[src/rtl/vram_write_arb_if.sv]
// Bundle of the CPU store port, rectangle-fill command/status and VRAM port-A write
// signals of vram_write_arb.
interface vram_write_arb_if;
    localparam int unsigned AW = 19;
    localparam int unsigned DW = 12;
    localparam int unsigned XW = 10;
    localparam int unsigned YW = 9;

    logic          cpu_we;
    logic [AW-1:0] cpu_addr;
    logic [DW-1:0] cpu_data;

    logic          fill_start;
    logic [XW-1:0] fill_x0;
    logic [XW-1:0] fill_x1;
    logic [YW-1:0] fill_y0;
    logic [YW-1:0] fill_y1;
    logic [DW-1:0] fill_color;
    logic          fill_busy;
    logic          fill_done;

    logic          vram_we;
    logic [AW-1:0] vram_addr;
    logic [DW-1:0] vram_data;

    // Requester side: CPU decoder / fill command source, also observes VRAM port.
    modport master (
        output cpu_we, cpu_addr, cpu_data,
        output fill_start, fill_x0, fill_x1, fill_y0, fill_y1, fill_color,
        input  fill_busy, fill_done,
        input  vram_we, vram_addr, vram_data
    );

    // Arbiter side.
    modport slave (
        input  cpu_we, cpu_addr, cpu_data,
        input  fill_start, fill_x0, fill_x1, fill_y0, fill_y1, fill_color,
        output fill_busy, fill_done,
        output vram_we, vram_addr, vram_data
    );
endinterface

[src/rtl/vram_write_arb.sv]
// VRAM port-A write arbiter: edge-detected CPU stores with strict priority over a
// rectangle-fill engine. Optional bound clamping with macro VRAM_ARB_CLIP_EN.
module vram_write_arb #(
    parameter int unsigned H_RES = 640,
    parameter int unsigned V_RES = 480
) (
    input  logic           clk,
    input  logic           rst,
    vram_write_arb_if.slave bus
);
    localparam int unsigned AW = 19;
    localparam int unsigned DW = 12;
    localparam int unsigned XW = 10;
    localparam int unsigned YW = 9;

    if (H_RES == 0 || V_RES == 0 || H_RES > 1024 || V_RES > 512) begin : g_bad_cfg
        $error("vram_write_arb: resolution does not fit the coordinate widths");
    end

    typedef enum logic [1:0] {
        IDLE = 2'd0,
        FILL = 2'd1,
        DONE = 2'd2
    } state_t;

    state_t        state, state_next;
    logic          cpu_we_q;
    logic          cpu_edge_c;
    logic [XW-1:0] x, x_next, x0, x0_next, x1, x1_next;
    logic [YW-1:0] y, y_next, y1, y1_next;
    logic [AW-1:0] rowbase, rowbase_next;
    logic [DW-1:0] color, color_next;
    logic          fill_wr_c;
    logic [AW-1:0] fill_addr_c;
    logic [XW-1:0] x0_lim_c, x1_lim_c;
    logic [YW-1:0] y0_lim_c, y1_lim_c;
    logic          empty_c;

    assign cpu_edge_c = bus.cpu_we & ~cpu_we_q;

`ifdef VRAM_ARB_CLIP_EN
    localparam logic [XW-1:0] X_MAX = XW'(H_RES - 1);
    localparam logic [YW-1:0] Y_MAX = YW'(V_RES - 1);

    // Clamp to the visible frame so a partially off-screen rectangle is cropped.
    always_comb begin
        x0_lim_c = (bus.fill_x0 > X_MAX) ? X_MAX : bus.fill_x0;
        x1_lim_c = (bus.fill_x1 > X_MAX) ? X_MAX : bus.fill_x1;
        y0_lim_c = (bus.fill_y0 > Y_MAX) ? Y_MAX : bus.fill_y0;
        y1_lim_c = (bus.fill_y1 > Y_MAX) ? Y_MAX : bus.fill_y1;
    end
`else
    assign x0_lim_c = bus.fill_x0;
    assign x1_lim_c = bus.fill_x1;
    assign y0_lim_c = bus.fill_y0;
    assign y1_lim_c = bus.fill_y1;
`endif

    assign empty_c     = (x0_lim_c > x1_lim_c) || (y0_lim_c > y1_lim_c);
    assign fill_addr_c = rowbase + AW'(x);

    // Fill FSM next-state; the only multiply happens once at command latch time.
    always_comb begin
        state_next   = state;
        x_next       = x;
        y_next       = y;
        x0_next      = x0;
        x1_next      = x1;
        y1_next      = y1;
        rowbase_next = rowbase;
        color_next   = color;
        fill_wr_c    = 1'b0;
        case (state)
            IDLE: begin
                if (bus.fill_start) begin
                    x0_next      = x0_lim_c;
                    x1_next      = x1_lim_c;
                    y1_next      = y1_lim_c;
                    x_next       = x0_lim_c;
                    y_next       = y0_lim_c;
                    rowbase_next = AW'(y0_lim_c * H_RES);
                    color_next   = bus.fill_color;
                    state_next   = empty_c ? DONE : FILL;
                end
            end
            FILL: begin
                // A CPU store owns the port this cycle; the engine holds its pixel.
                if (!cpu_edge_c) begin
                    fill_wr_c = 1'b1;
                    if (x == x1) begin
                        if (y == y1) begin
                            state_next = DONE;
                        end else begin
                            x_next       = x0;
                            y_next       = y + YW'(1);
                            rowbase_next = rowbase + AW'(H_RES);
                        end
                    end else begin
                        x_next = x + XW'(1);
                    end
                end
            end
            DONE: begin
                state_next = IDLE;
            end
            default: begin
                state_next = IDLE;
            end
        endcase
    end

    always_ff @(posedge clk) begin
        if (rst) begin
            state         <= IDLE;
            // Track the level so a strobe already high at reset release is not an edge.
            cpu_we_q      <= bus.cpu_we;
            x             <= '0;
            y             <= '0;
            x0            <= '0;
            x1            <= '0;
            y1            <= '0;
            rowbase       <= '0;
            color         <= '0;
            bus.vram_we   <= 1'b0;
            bus.vram_addr <= '0;
            bus.vram_data <= '0;
            bus.fill_busy <= 1'b0;
            bus.fill_done <= 1'b0;
        end else begin
            state         <= state_next;
            cpu_we_q      <= bus.cpu_we;
            x             <= x_next;
            y             <= y_next;
            x0            <= x0_next;
            x1            <= x1_next;
            y1            <= y1_next;
            rowbase       <= rowbase_next;
            color         <= color_next;
            bus.vram_we   <= cpu_edge_c | fill_wr_c;
            if (cpu_edge_c) begin
                bus.vram_addr <= bus.cpu_addr;
                bus.vram_data <= bus.cpu_data;
            end else if (fill_wr_c) begin
                bus.vram_addr <= fill_addr_c;
                bus.vram_data <= color;
            end
            bus.fill_busy <= (state_next != IDLE);
            bus.fill_done <= (state == DONE);
        end
    end

endmodule

[src/flat_wrapper.sv]
// flat-port wrapper written by rule: the top's interface ports become plain ports
module vram_write_arb_flat 
#(
    parameter int unsigned H_RES = 640,
    parameter int unsigned V_RES = 480
)
  (clk, rst, bus_cpu_we, bus_cpu_addr, bus_cpu_data, bus_fill_start, bus_fill_x0, bus_fill_x1, bus_fill_y0, bus_fill_y1, bus_fill_color, bus_fill_busy, bus_fill_done, bus_vram_we, bus_vram_addr, bus_vram_data);
  vram_write_arb_if bus_i ();
  input  logic clk;
  input  logic rst;
  input wire logic [$bits(bus_i.cpu_we)-1:0] bus_cpu_we;
  input wire logic [$bits(bus_i.cpu_addr)-1:0] bus_cpu_addr;
  input wire logic [$bits(bus_i.cpu_data)-1:0] bus_cpu_data;
  input wire logic [$bits(bus_i.fill_start)-1:0] bus_fill_start;
  input wire logic [$bits(bus_i.fill_x0)-1:0] bus_fill_x0;
  input wire logic [$bits(bus_i.fill_x1)-1:0] bus_fill_x1;
  input wire logic [$bits(bus_i.fill_y0)-1:0] bus_fill_y0;
  input wire logic [$bits(bus_i.fill_y1)-1:0] bus_fill_y1;
  input wire logic [$bits(bus_i.fill_color)-1:0] bus_fill_color;
  output wire logic [$bits(bus_i.fill_busy)-1:0] bus_fill_busy;
  output wire logic [$bits(bus_i.fill_done)-1:0] bus_fill_done;
  output wire logic [$bits(bus_i.vram_we)-1:0] bus_vram_we;
  output wire logic [$bits(bus_i.vram_addr)-1:0] bus_vram_addr;
  output wire logic [$bits(bus_i.vram_data)-1:0] bus_vram_data;
  assign bus_i.cpu_we = bus_cpu_we;
  assign bus_i.cpu_addr = bus_cpu_addr;
  assign bus_i.cpu_data = bus_cpu_data;
  assign bus_i.fill_start = bus_fill_start;
  assign bus_i.fill_x0 = bus_fill_x0;
  assign bus_i.fill_x1 = bus_fill_x1;
  assign bus_i.fill_y0 = bus_fill_y0;
  assign bus_i.fill_y1 = bus_fill_y1;
  assign bus_i.fill_color = bus_fill_color;
  assign bus_fill_busy = bus_i.fill_busy;
  assign bus_fill_done = bus_i.fill_done;
  assign bus_vram_we = bus_i.vram_we;
  assign bus_vram_addr = bus_i.vram_addr;
  assign bus_vram_data = bus_i.vram_data;
  vram_write_arb #(.H_RES(H_RES), .V_RES(V_RES)) u_core (.clk(clk), .rst(rst), .bus(bus_i));
endmodule
[config.mk]
export PLATFORM = sky130hd
export DESIGN_NAME = vram_write_arb_flat
export DESIGN_NICKNAME = d
export VERILOG_FILES = /design/src/rtl/vram_write_arb_if.sv /design/src/rtl/vram_write_arb.sv /design/src/flat_wrapper.sv
export SDC_FILE = /design/constraint.sdc
export NUM_CORES = 1
export LEC_CHECK = 0
export CORE_ASPECT_RATIO = 0.75
export CORE_MARGIN = 10
export CORE_UTILIZATION = 57
export CTS_CLUSTER_DIAMETER = 120
export CTS_CLUSTER_SIZE = 25
export DETAILED_ROUTE_END_ITERATION = 10
export GPL_TIMING_DRIVEN = 0
export PLACE_DENSITY = 0.86
export SLEW_MARGIN = 25
export SYNTH_ARGS = -nofsm -noshare
export SYNTH_HDL_FRONTEND = slang
export SYNTH_SLANG_ARGS = --single-unit
export TNS_END_PERCENT = 20
[constraint.sdc]
create_clock -name clk -period 6.6 [get_ports clk]
set_clock_uncertainty 0.05 [all_clocks]
set_input_delay 0.66 -clock clk [delete_from_list [all_inputs] [get_ports clk]]
set_output_delay 0.66 -clock clk [all_outputs]
set_load 0.1 [all_outputs]
Word level (Yosys, flattened, before mapping)

Cells that the tools add are included.

Bits in registers: 116
Output and inout port bits: 34
Word-level logic and storage cells: 68
Bits of input ports: 85

Multiply operators: 1
Equality and inequality tests: 9
Order comparisons: 2
$add $sub $neg: 4
Mux-type cells: 27
Bitwise gates (word level): 3
Reduce and logical (&&, ||, !) cells: 8

Operators by type and width:

| cell                                                | count |
|---|---|
| 2-to-1 mux 19 bit                                   | 6 |
| 2-to-1 mux 10 bit                                   | 4 |
| one-hot mux 19 bit (2 select lines)                 | 1 |
| 2-to-1 mux 9 bit                                    | 4 |
| 2-to-1 mux 12 bit                                   | 2 |
| one-hot mux 10 bit (2 select lines)                 | 1 |
| adder 19 x 10 -> 19 bit                             | 1 |
| adder 19 x 10 -> 19 bit, second input constant      | 1 |
| one-hot mux 9 bit (2 select lines)                  | 1 |
| multiplier 9 x 3 -> 12 bit, second input constant   | 1 |
| adder 10 x 1 -> 10 bit, second input constant       | 1 |
| equality test 10 bit                                | 1 |
| greater-than comparator 10 bit                      | 1 |
| 2-to-1 mux 2 bit                                    | 5 |
| adder 9 x 1 -> 9 bit, second input constant         | 1 |
| equality test 9 bit                                 | 1 |
| greater-than comparator 9 bit                       | 1 |
| != test 2 bit, second input constant                | 3 |
| nonzero test 2 bit                                  | 3 |
| AND reduction 5 bit                                 | 1 |
| one-hot mux 2 bit (2 select lines)                  | 1 |
| AND reduction 4 bit                                 | 1 |
| != test 3 bit, second input constant                | 1 |
| equality test 2 x 1 -> 1 bit, second input constant | 1 |
| 9 further kinds                                     | 10 |

Depth between registers and ports, before layout

Depth in word-level cells: 6
Depth in mapped cells: 9
Mapped depth without buffers: 9

Least setup slack after synthesis

Ideal clock, no wire load.

Kind: input to register
Start: input port bus_fill_y0[2]
End: register u_core.rowbase[17]
Path buffers: 0
Stages: 8
Required time: 6,476 ps
Arrival: 2,500 ps
Path slack: 3,975 ps
Path through: ha_1 ha_1 a211oi_1 o21bai_1 a2111oi_0 o21a_1 o21ai_0 a31oi_1

Longest elaborated chain between the ends: 3

Ends and longest elaborated chain:

| item                                | line                  | RTL |
|---|---|---|
| start, declared                     | flat_wrapper.sv:17    | `input wire logic [$bits(bus_i.fill_y0)-1:0] bus_fill_y0;` |
| multiplier 9 x 3 -> 12 bit          | vram_write_arb.sv:81  | `rowbase_next = AW'(y0_lim_c * H_RES);` |
| 2-to-1 mux 19 bit                   | vram_write_arb.sv:75  | `if (bus.fill_start) begin` |
| one-hot mux 19 bit (2 select lines) | vram_write_arb.sv:73  | `case (state)` |
| end signal, assigned                | vram_write_arb.sv:137 | `rowbase <= rowbase_next;` |
| end, declared                       | vram_write_arb.sv:31  | `logic [AW-1:0] rowbase, rowbase_next;` |

Every way passes these cells. The select of a mux whose other input is x is not followed.
A chain may end at the register's enable or synchronous reset.

Worst setup path after layout

Same ends and word-level chain as after synthesis.

==> summary.txt <==
# IOs: 119
Tot Pwr: 0.00205 W
Worst-margin pin slew: 1.04 ns
Pleak: 3.11 nW
Post-layout util: 0.733
Tcrit/Tclk final: 0.496
Initial antenna violation count: 0
PwrDens: 259 nW/um^2
Post-CTS Hold Fix Bufs: 0
Clock buffer depth: 2
WL/cell: 19.8 um
CTS tree: yes
1st-iter DRT viols: 894
Largest net degree at the start of global routing: 18
Synth Cell Area: 6250 sq um
Cell mode on critical path: ha_1
Die Ht: 111 um
Vias/cell: 6.18
Total CTS buffers: 9
Cell taking the most area after synthesis: dfxtp_1
Ranking of synthesized cells by area: dfxtp_1 35%, nand2_1 10%, ha_1 8.0%
Synth warn: 0
Vias: 6,691
Hold Crit Class: reg -> reg
Async SR Flop Fraction: 0
WP buf/inv: 1
Synth top area share: 0.349
Setup Buffers After CTS: 0
CTS sink count: 109
Vias in the first global route: 6,164
Synth Flop Type: dfxtp_1
Die area: 15,600 sq um
CP peak stage delay: 0.54 ns
Core Region: 10,800 sq um
Synthesized area per cell: 7.73 sq um
Slowest-stage cell, CP: clkdlybuf4s50_1
Gr usage total: 0.261
Seq cells post-synth: 109
Worst hold slack: 0.406 ns
Num rows: 33
Die X: 141 um
# resized after CTS: 0
Root Buffer: clkbuf_16
Gate Count Post-Synth: 809
First-pass GRT wire length: 33,500 um
Startpoint Class: primary input
Slew Limit Fails: 0
ANT nets after route: 0
Final setup violation count: 0
Crit path max fanout: 4
Share of cells above drive strength 1: 0.0425
Synthesized Nets: 935
Placed wire-length estimate: 16,100 um
Crit path time final: 3.28 ns
Initial DRT Pass Iterations: 6
Drt drc: 0
RSZ-0062 raised after global routing: no
Clock latency at the later pin of the worst-skew pair: 0.35 ns
Crit path cell chain: clkdlybuf4s50_1, ha_1, ha_1, a211oi_1, o21bai_1, a2111oi_0, nor3_1, o21ai_0, a31oi_1
RD Place Congestion: 0.967
Setup TNS: 0 ns
PortBufs: 117
Clock-pin slew on the worst setup and hold paths: 0.07 ns
Register area share after synthesis: 0.349
VDD IR max: 0.194 mV
# fillers: 871
Top Family by Delay on Critical Path: compound AO/OA/AOI/OAI gates
Required time of the critical path: 6.77 ns
Final Hold Vio Count: 0
Final cell count without fillers: 1,082
H-tree depth: 3
Critical path class: in -> reg
Initial Util: 0.578
# diodes: 0
Layout area overhead: 26.7%
NumNets Final: 1,063
Max-cap violations: 0
Routed WL: 21,500 um
Cell count after placement: 1,066
Outcome: completed
Fmax: 0.305 GHz
CP arrival: 3.44 ns
CP Capture Type: flip-flop
Netlist cell types: 57
Gr ovfl total: 0
Post-synth EDFFs: 0
Max-slew headroom: 0.307
-- worst paths after layout --
kind	from	end	slack (ns)	cells after the start
min reg2reg	u_core.color[6]	u_core.color[6]	0.41	2
max reg2reg	u_core.y[4]	u_core.y[7]	4.10	8
min	u_core.color[6]	u_core.color[6]	0.41	2
max	bus_fill_y0[2]	u_core.rowbase[17]	3.32	9
-- cell type report --
class | instances | area, sq um | share of cell area
plain buffers | 60 | 251 | 0.0317
repair buffers | 117 | 1170 | 0.148
inverters | 27 | 101 | 0.0128
multi-input cells | 613 | 3720 | 0.469
clock buffers | 11 | 243 | 0.0306
clock inverters | 5 | 82.6 | 0.0104
flip-flops and latches | 109 | 2180 | 0.275
well taps | 140 | 175 | 0.0221
-- routing by layer --
metal | part of all wire | track usage
met1 | 0.42 | 0.374
met2 | 0.42 | 0.375
met3 | 0.14 | 0.0766
met4 | 0.016 | 0.0577
met5 | 0 | 0
-- sequential cells by signal (all words and copies together) (netlist names) --
| signal | cells |
|---|---|
| u_core.cpu_we_q | 1 |
| u_core.state | 2 |
| u_core.bus.fill_done | 1 |
| u_core.bus.vram_data | 12 |
| u_core.color | 12 |
| u_core.rowbase | 12 |
| u_core.y | 9 |
| u_core.y1 | 9 |
| u_core.bus.vram_we | 1 |
| u_core.bus.vram_addr | 19 |
| u_core.x1 | 10 |
| u_core.bus.fill_busy | 1 |
| u_core.x | 10 |
| u_core.x0 | 10 |
-- cell families (layout without fill, tap and decap cells) --
family / Yosys count / in the layout / synth area share
simple gates: 306 / 306 / 0.216
compound gates: 218 / 218 / 0.228
flops: 109 / 109 / 0.349
buf+inv: 87 / 220 / 0.0564
xor+xnor: 45 / 45 / 0.0642
fa+ha+maj: 41 / 41 / 0.0832
mux: 2 / 2 / 0.00320
other cells: 1 / 1 / 0.000600
-- worst register-to-register path, cell delays in order (launching register included) --
cell      delay (ns)
dfxtp_1         0.30
buf_2           0.15
xnor2_1         0.15
nand4_1         0.21
o41a_1          0.50
nand2_1         0.35
clkbuf_1        0.44
a21oi_1         0.09
o32ai_1         0.16
-- report_power, final --
| part | total [W] | internal (W) | switching [W] |
|---|---|---|---|
| clock network | 0.000596 | 0.000345 | 0.000251 |
| registers | 0.000777 | 0.000723 | 0.0000539 |
| logic | 0.000680 | 0.000235 | 0.000445 |
-- cell usage after synthesis (all sizes together), types with 4 or more instances --
cell type,count
a21o,10
inv,27
xor2,24
nand4,8
nand3,22
o32ai,7
or4,4
nand2b,6
clkbuf,46
nor3,13
dfxtp,109
nand2,169
o21ai,24
xnor2,21
a31o,6
a311oi,26
o211ai,11
buf,14
or2,4
ha,40
a31oi,7
o21bai,4
a211oi,14
nor2,61
a21oi,86
-- placed cells by master, fill, tap and decap left out, types with 4 or more instances in the layout --
cell             instances
dfxtp_1                109
clkbuf_1                47
clkbuf_16                9
a211oi_1                14
inv_1                   27
xnor2_1                 21
nand4_1                  8
o21bai_1                 4
o32ai_1                  7
nand3_1                 21
o21ai_0                 24
nand2_1                169
xor2_1                  23
a21o_1                  10
or4_1                    4
ha_1                    40
a311oi_1                26
a31o_2                   6
buf_2                    9
nor2_1                  61
nor3_1                  13
clkdlybuf4s50_1        117
o211ai_1                11
nand2b_1                 6
a21oi_1                 86
a31oi_1                  7
-- stage by stage --
step / setup WS [ns] / cell area, sq um
2_1_floorplan: 3.98 / 6250
3_3_place_gp: 3.06 / 7600
3_5_place_dp: 2.98 / 7600
4_1_cts: 3.35 / 7930
5_1_grt: 3.21 / 7930
6_report: 3.32 / 7930
(Power assumes the default switching activity.)
